--- config.mk ---
export PLATFORM = sky130hd
export DESIGN_NAME = bf_r2_pipe
export DESIGN_NICKNAME = d
export VERILOG_FILES = /design/src/rtl/fft_pkg.sv /design/src/rtl/bf_cmul.sv /design/src/rtl/bf_r2_pipe.sv
export SDC_FILE = /design/constraint.sdc
export NUM_CORES = 2
export LEC_CHECK = 0
export ABC_CLOCK_PERIOD_IN_PS = 10350
export CAP_MARGIN = 20
export CORE_UTILIZATION = 32
export DETAILED_ROUTE_END_ITERATION = 10
export PLACE_DENSITY = 0.45
export SLEW_MARGIN = 10
export SYNTH_ARGS = -nofsm -noshare
export SYNTH_HDL_FRONTEND = slang
export SYNTH_SLANG_ARGS = --single-unit
--- constraint.sdc ---
create_clock -name iCLK -period 10.35 [get_ports iCLK]
set_clock_uncertainty 0.1 [all_clocks]
set_input_delay 2.07 -clock iCLK [delete_from_list [all_inputs] [get_ports iCLK]]
set_output_delay 2.07 -clock iCLK [all_outputs]
set_load 0.01 [all_outputs]
--- src/rtl/fft_pkg.sv ---
// Shared FFT datapath definitions: default widths, twiddle Q format,
// and the round-half-up / saturate helpers used by butterfly output stages.
package fft_pkg;

  localparam int IL_DEF = 16;
  localparam int TW_DEF = 16;

  // Twiddles are Q1.(TW-1); products carry TW-1 fractional bits.
  function automatic int unsigned tw_qbits(input int unsigned tw);
    return tw - 1;
  endfunction

  function automatic logic signed [63:0] rnd_shr(input logic signed [63:0] x,
                                                 input int unsigned sh);
    logic signed [63:0] r;
    if (sh == 0) r = x;
    else         r = (x + (64'sd1 <<< (sh - 1))) >>> sh;
    return r;
  endfunction

  function automatic logic signed [63:0] sat(input logic signed [63:0] x,
                                             input int unsigned w);
    logic signed [63:0] hi;
    logic signed [63:0] lo;
    logic signed [63:0] r;
    hi = (64'sd1 <<< (w - 1)) - 64'sd1;
    lo = -(64'sd1 <<< (w - 1));
    if (x > hi)      r = hi;
    else if (x < lo) r = lo;
    else             r = x;
    return r;
  endfunction

endpackage

--- src/rtl/bf_cmul.sv ---
// Registered full-precision complex multiply P = D*W with a bypass that
// treats W as exactly +1 (D aligned to the Q(TW-1) product scale).
module bf_cmul
  import fft_pkg::*;
#(
  parameter int DW = 17,
  parameter int TW = 16,
  parameter int PW = DW + TW + 1
) (
  input  logic                 clk,
  input  logic                 rst,
  input  logic                 en,
  input  logic signed [DW-1:0] d_re,
  input  logic signed [DW-1:0] d_im,
  input  logic signed [TW-1:0] w_re,
  input  logic signed [TW-1:0] w_im,
  input  logic                 byp,
  output logic signed [PW-1:0] p_re,
  output logic signed [PW-1:0] p_im
);

  localparam int MW = DW + TW;
  localparam int QB = tw_qbits(TW);

  logic signed [MW-1:0] rr, ii, ri, ir;
  logic signed [PW-1:0] m_re, m_im, b_re, b_im;

  assign rr = MW'(d_re) * MW'(w_re);
  assign ii = MW'(d_im) * MW'(w_im);
  assign ri = MW'(d_re) * MW'(w_im);
  assign ir = MW'(d_im) * MW'(w_re);

  // One extra bit over the product width keeps (-1)*(-1) terms exact.
  assign m_re = PW'(rr) - PW'(ii);
  assign m_im = PW'(ri) + PW'(ir);
  assign b_re = PW'(d_re) <<< QB;
  assign b_im = PW'(d_im) <<< QB;

  always_ff @(posedge clk) begin
    if (rst) begin
      p_re <= '0;
      p_im <= '0;
    end else if (en) begin
      p_re <= byp ? b_re : m_re;
      p_im <= byp ? b_im : m_im;
    end
  end

endmodule

--- src/rtl/bf_r2_pipe.sv ---
// Three-stage complex radix-2 DIF butterfly: A = a+b, D = (a-b)*W, with
// per-sample scale/bypass, round-half-up, saturation and sticky overflow.
module bf_r2_pipe
  import fft_pkg::*;
#(
  parameter int IL = IL_DEF,
  parameter int TW = TW_DEF,
  parameter int OL = IL + 1
) (
  input  logic                 iCLK,
  input  logic                 iRST,
  input  logic                 iEN,
  input  logic                 iVALID,
  input  logic signed [IL-1:0] iDATA1_re,
  input  logic signed [IL-1:0] iDATA1_im,
  input  logic signed [IL-1:0] iDATA2_re,
  input  logic signed [IL-1:0] iDATA2_im,
  input  logic signed [TW-1:0] iTW_re,
  input  logic signed [TW-1:0] iTW_im,
  input  logic                 iTW_BYP,
  input  logic                 iSCALE,
  input  logic                 iCLR_OVF,
  output logic                 oVALID,
  output logic signed [OL-1:0] oDATA_add_re,
  output logic signed [OL-1:0] oDATA_add_im,
  output logic signed [OL-1:0] oDATA_sub_re,
  output logic signed [OL-1:0] oDATA_sub_im,
  output logic                 oOVF
);

  localparam int SW = IL + 1;
  localparam int PW = IL + TW + 2;
  localparam int QB = tw_qbits(TW);

  logic signed [SW-1:0] s1_sum_re, s1_sum_im, s1_dif_re, s1_dif_im;
  logic signed [TW-1:0] s1_w_re, s1_w_im;
  logic                 s1_byp, s1_scl, s1_vld;

  logic signed [SW-1:0] s2_sum_re, s2_sum_im;
  logic signed [PW-1:0] s2_p_re, s2_p_im;
  logic                 s2_scl, s2_vld;

  always_ff @(posedge iCLK) begin
    if (iRST) begin
      s1_sum_re <= '0;
      s1_sum_im <= '0;
      s1_dif_re <= '0;
      s1_dif_im <= '0;
      s1_w_re   <= '0;
      s1_w_im   <= '0;
      s1_byp    <= 1'b0;
      s1_scl    <= 1'b0;
      s1_vld    <= 1'b0;
    end else if (iEN) begin
      s1_sum_re <= SW'(iDATA1_re) + SW'(iDATA2_re);
      s1_sum_im <= SW'(iDATA1_im) + SW'(iDATA2_im);
      s1_dif_re <= SW'(iDATA1_re) - SW'(iDATA2_re);
      s1_dif_im <= SW'(iDATA1_im) - SW'(iDATA2_im);
      s1_w_re   <= iTW_re;
      s1_w_im   <= iTW_im;
      s1_byp    <= iTW_BYP;
      s1_scl    <= iSCALE;
      s1_vld    <= iVALID;
    end
  end

  bf_cmul #(.DW(SW), .TW(TW), .PW(PW)) u_cmul (
    .clk  (iCLK),
    .rst  (iRST),
    .en   (iEN),
    .d_re (s1_dif_re),
    .d_im (s1_dif_im),
    .w_re (s1_w_re),
    .w_im (s1_w_im),
    .byp  (s1_byp),
    .p_re (s2_p_re),
    .p_im (s2_p_im)
  );

  always_ff @(posedge iCLK) begin
    if (iRST) begin
      s2_sum_re <= '0;
      s2_sum_im <= '0;
      s2_scl    <= 1'b0;
      s2_vld    <= 1'b0;
    end else if (iEN) begin
      s2_sum_re <= s1_sum_re;
      s2_sum_im <= s1_sum_im;
      s2_scl    <= s1_scl;
      s2_vld    <= s1_vld;
    end
  end

  logic signed [63:0] r_add_re, r_add_im, r_sub_re, r_sub_im;
  logic signed [63:0] q_add_re, q_add_im, q_sub_re, q_sub_im;
  logic               sat_any;

  assign r_add_re = rnd_shr(64'(s2_sum_re), 32'(s2_scl));
  assign r_add_im = rnd_shr(64'(s2_sum_im), 32'(s2_scl));
  assign r_sub_re = rnd_shr(64'(s2_p_re), QB + 32'(s2_scl));
  assign r_sub_im = rnd_shr(64'(s2_p_im), QB + 32'(s2_scl));

  assign q_add_re = sat(r_add_re, OL);
  assign q_add_im = sat(r_add_im, OL);
  assign q_sub_re = sat(r_sub_re, OL);
  assign q_sub_im = sat(r_sub_im, OL);

  assign sat_any = (q_add_re != r_add_re) || (q_add_im != r_add_im) ||
                   (q_sub_re != r_sub_re) || (q_sub_im != r_sub_im);

  always_ff @(posedge iCLK) begin
    if (iRST) begin
      oDATA_add_re <= '0;
      oDATA_add_im <= '0;
      oDATA_sub_re <= '0;
      oDATA_sub_im <= '0;
      oVALID       <= 1'b0;
    end else if (iEN) begin
      oDATA_add_re <= q_add_re[OL-1:0];
      oDATA_add_im <= q_add_im[OL-1:0];
      oDATA_sub_re <= q_sub_re[OL-1:0];
      oDATA_sub_im <= q_sub_im[OL-1:0];
      oVALID       <= s2_vld;
    end
  end

  // Set has priority over clear; clear is honoured even while stalled.
  always_ff @(posedge iCLK) begin
    if (iRST)                           oOVF <= 1'b0;
    else if (iEN && s2_vld && sat_any)  oOVF <= 1'b1;
    else if (iCLR_OVF)                  oOVF <= 1'b0;
  end

endmodule

==> run_results.csv <==
group,metric,value,unit
clocking,cts_resized,0,
placement,gp_routability_congestion,0.865,
synthesis,ys_top_cells_by_count,"1,402 x inv_1, 1,238 x fa_1, 859 x nand2_1",
finish,postLayoutCellArea,0.0623,sq mm
timing,finalHoldViolCount,0,
finish,fin_nets,8170,
synthesis,yosysMostFrequentCell,"inv_1",
critical_path,cpPeakStageDelay,0.73,ns
clocking,hold_buffers,0,
finish,drive_gt1_frac,0.0379,
critical_path,critPathLaunchType,"flop",
timing,maxSlewViolCount,0,
floorplan,fp.coreArea,0.176,sq mm
synthesis,synth.distinct_cells,88,
detailed_routing,wire_per_inst,20.9,um
floorplan,ios,173,
detailed_routing,route.detailed.drc,0,
clocking,cts_tree,"done",
synthesis,ys_top_cells_by_area,"fa_1 44%, inv_1 9.2%, ha_1 9.0%",
placement,io_buffers,172,
critical_path,crit_required,10.76,ns
synthesis,syn_nets,8231,
critical_path,arrival,9.29,ns
timing,slew_headroom,0.180,
detailed_routing,drtIter0Drc,2469,
floorplan,die_w,424,um
clocking,clk_pin_slew,0.07,ns
floorplan,die_y,424,um
power_and_ir_drop,ir_drop,530,uV
timing,rsz0062_at_grt,"no",
timing,tightest_slew,1.23,ns
synthesis,ys_warn_count,0,
global_route,grt_max_degree,96,
synthesis,synth_top_cell_by_area,"fa_1",
job,maxCapViolCount,0,
clocking,clock-sinks,247,
power_and_ir_drop,cellPowerDensity,232,mW/mm^2
synthesis,syn_inst,6478,
floorplan,initial_core_util,0.323,
placement,dpl_cell_area,0.0612,sq mm
timing,fin_setup_tns,0,ns
global_route,grt.overflow.total,0,
clocking,clk_latency,0.61,ns
timing,layout_min_cycle_time,8.88,ns
critical_path,path_common_cell,"fa_1",
detailed_routing,num_vias,42400,
synthesis,ys_ff_latch,247,
synthesis,synthFlopType,"dfxtp_1",
timing,finalSetupViolations,0,
global_route,antenna_found_initial,5,
floorplan,die-area,0.180,sq mm
clocking,cts_setup_buffers,0,
synthesis,avgSynthCellArea,8.79,sq um
clocking,numCtsBuffers,35,
detailed_routing,viasPerCell,4.82,
floorplan,rows,154,
clocking,clockBufferDepth,3,
critical_path,criticalPathCategory,"flop to flop",
synthesis,ys_seq_area_frac,0.0868,
clocking,htreeDepth,2,
synthesis,postSynth.asyncResetShare,0,
clocking,cts_root_buf,"clkbuf_16",
power_and_ir_drop,total_leakage_power,30.0,nW
critical_path,endpoint_kind,"flop",
critical_path,crit_fanout,23,
status,status,"finished, final reports clean",
synthesis,yosysTopAreaCellShare,0.435,
timing,clock.fmax,113,MHz
synthesis,netlist_area,0.0570,sq mm
power_and_ir_drop,total_power,14.4,mW
synthesis,synth-edff-count,0,
global_route,grt_pass1_vias,45000,
detailed_routing,routed_wl,184,mm
timing,whs,0.375,ns
global_route,grt_util_all_layers,0.209,
finish,synthToLayoutAreaGrowth,9.38,%
critical_path,slowest_stage,"dfxtp_1",
placement,place_hpwl,147,mm
global_route,grt_pass1_wl,284,mm
timing,fin_crit_sh,0.858,
detailed_routing,postRouteAntennaNets,0,
detailed_routing,dr.pass1.iters,6,
min_path,hold_path_class,"flop to flop",
[path summary, 6_finish.rpt]
path              startpoint         endpoint  slack (ns)  depth (start not counted)
setup / recovery  s1_w_im[4]  u_cmul.p_im[28]        1.47                         25
hold / removal        oVALID           oVALID        0.38                          2
setup reg to reg  s1_w_im[4]  u_cmul.p_im[28]        1.47                         25
hold reg to reg       oVALID           oVALID        0.38                          2
[power by group]
part / switching, mW / total, mW / internal, mW
clock: 0.571 / 1.23 / 0.661
combinational: 7.20 / 11.8 / 4.58
sequential: 0.321 / 1.43 / 1.11
[critical path, delay by kind of cell, from the launching register on]
family | cells | cell delay [ns]
compound gates | 6 | 2.15
xor+xnor | 1 | 0.16
flops | 1 | 0.73
buf+inv | 5 | 0.63
fa+ha+maj | 9 | 4.43
simple gates | 4 | 0.52
[sequential cells by signal, summed over array words and instances (netlist names)]
signal	count
oDATA_add_im	17
oDATA_add_re	17
oDATA_sub_im	17
oDATA_sub_re	17
oOVF	1
oVALID	1
s1_byp	1
s1_dif_im	16
s1_dif_re	16
s1_scl	1
s1_sum_im	17
s1_sum_re	17
s1_vld	1
s1_w_im	16
s1_w_re	16
s2_scl	1
s2_sum_im	17
s2_sum_re	17
s2_vld	1
u_cmul.p_im	20
u_cmul.p_re	20
[routing by layer]
metal / vias up / routed length [um] / part of all wire / global-route usage
met5: - / 7 / 0.000038 / 0
met4: 2 / 4770 / 0.026 / 0.0516
met3: 135 / 7470 / 0.041 / 0.0191
met2: 860 / 87600 / 0.48 / 0.348
met1: 21900 / 83800 / 0.46 / 0.291
li1: 19500 / - / - / -
[logic make-up after synthesis]
kind of cell    synth area share
fa+ha+maj                  0.526
xor+xnor                  0.0203
mux                       0.0172
simple gates               0.157
buf+inv                    0.120
compound gates            0.0729
flops                     0.0868
[stage by stage]
step	worst slack (ns)	util	cells
6_report	1.47	0.353	8790
4_1_cts	1.58	0.353	8783
5_1_grt	1.06	0.353	8785
2_1_floorplan	2.25	-	6478
3_5_place_dp	1.61	0.347	8720
3_3_place_gp	1.66	0.346	8716
[placed cells by master (no fill, tap or decap), types with 9 or more instances in the layout]
master,Yosys,routed
o211ai_1,23,23
o31ai_1,20,20
inv_1,1402,1401
o22ai_1,53,53
and3_1,20,20
nand3_1,57,57
clkbuf_16,0,35
nor4_1,17,17
xor2_1,29,29
a21o_1,35,35
nor2_1,345,345
o21bai_1,10,10
ha_1,412,412
nor2b_1,34,34
and4_1,9,9
dfxtp_1,247,237
nand3b_1,12,12
xnor2_1,103,103
dfxtp_2,0,9
buf_4,3,129
a32oi_1,11,11
clkdlybuf4s50_1,0,170
fa_1,1238,1238
a211oi_1,53,53
o21ai_0,142,142
a31oi_1,19,19
mux2i_1,98,98
nand2b_1,60,60
nor3_1,49,49
and2_1,342,342
a21oi_1,137,137
a311oi_1,20,20
o21a_1,11,11
or3_1,15,15
nand4_1,46,46
nand2_1,859,859
[area by class of cell]
class / instances / area [sq um]
Sequential cell: 247 / 4960
Clock inverter: 18 / 166
Tap cell: 2340 / 2930
Clock buffer: 45 / 943
Fill cell: 18500 / 114000
Antenna cell: 7 / 17.5
Multi-Input combinational cell: 4419 / 45200
Timing Repair Buffer: 309 / 2850
Inverter: 1405 / 5270
Note: power is estimated with default switching activity, not from simulation.
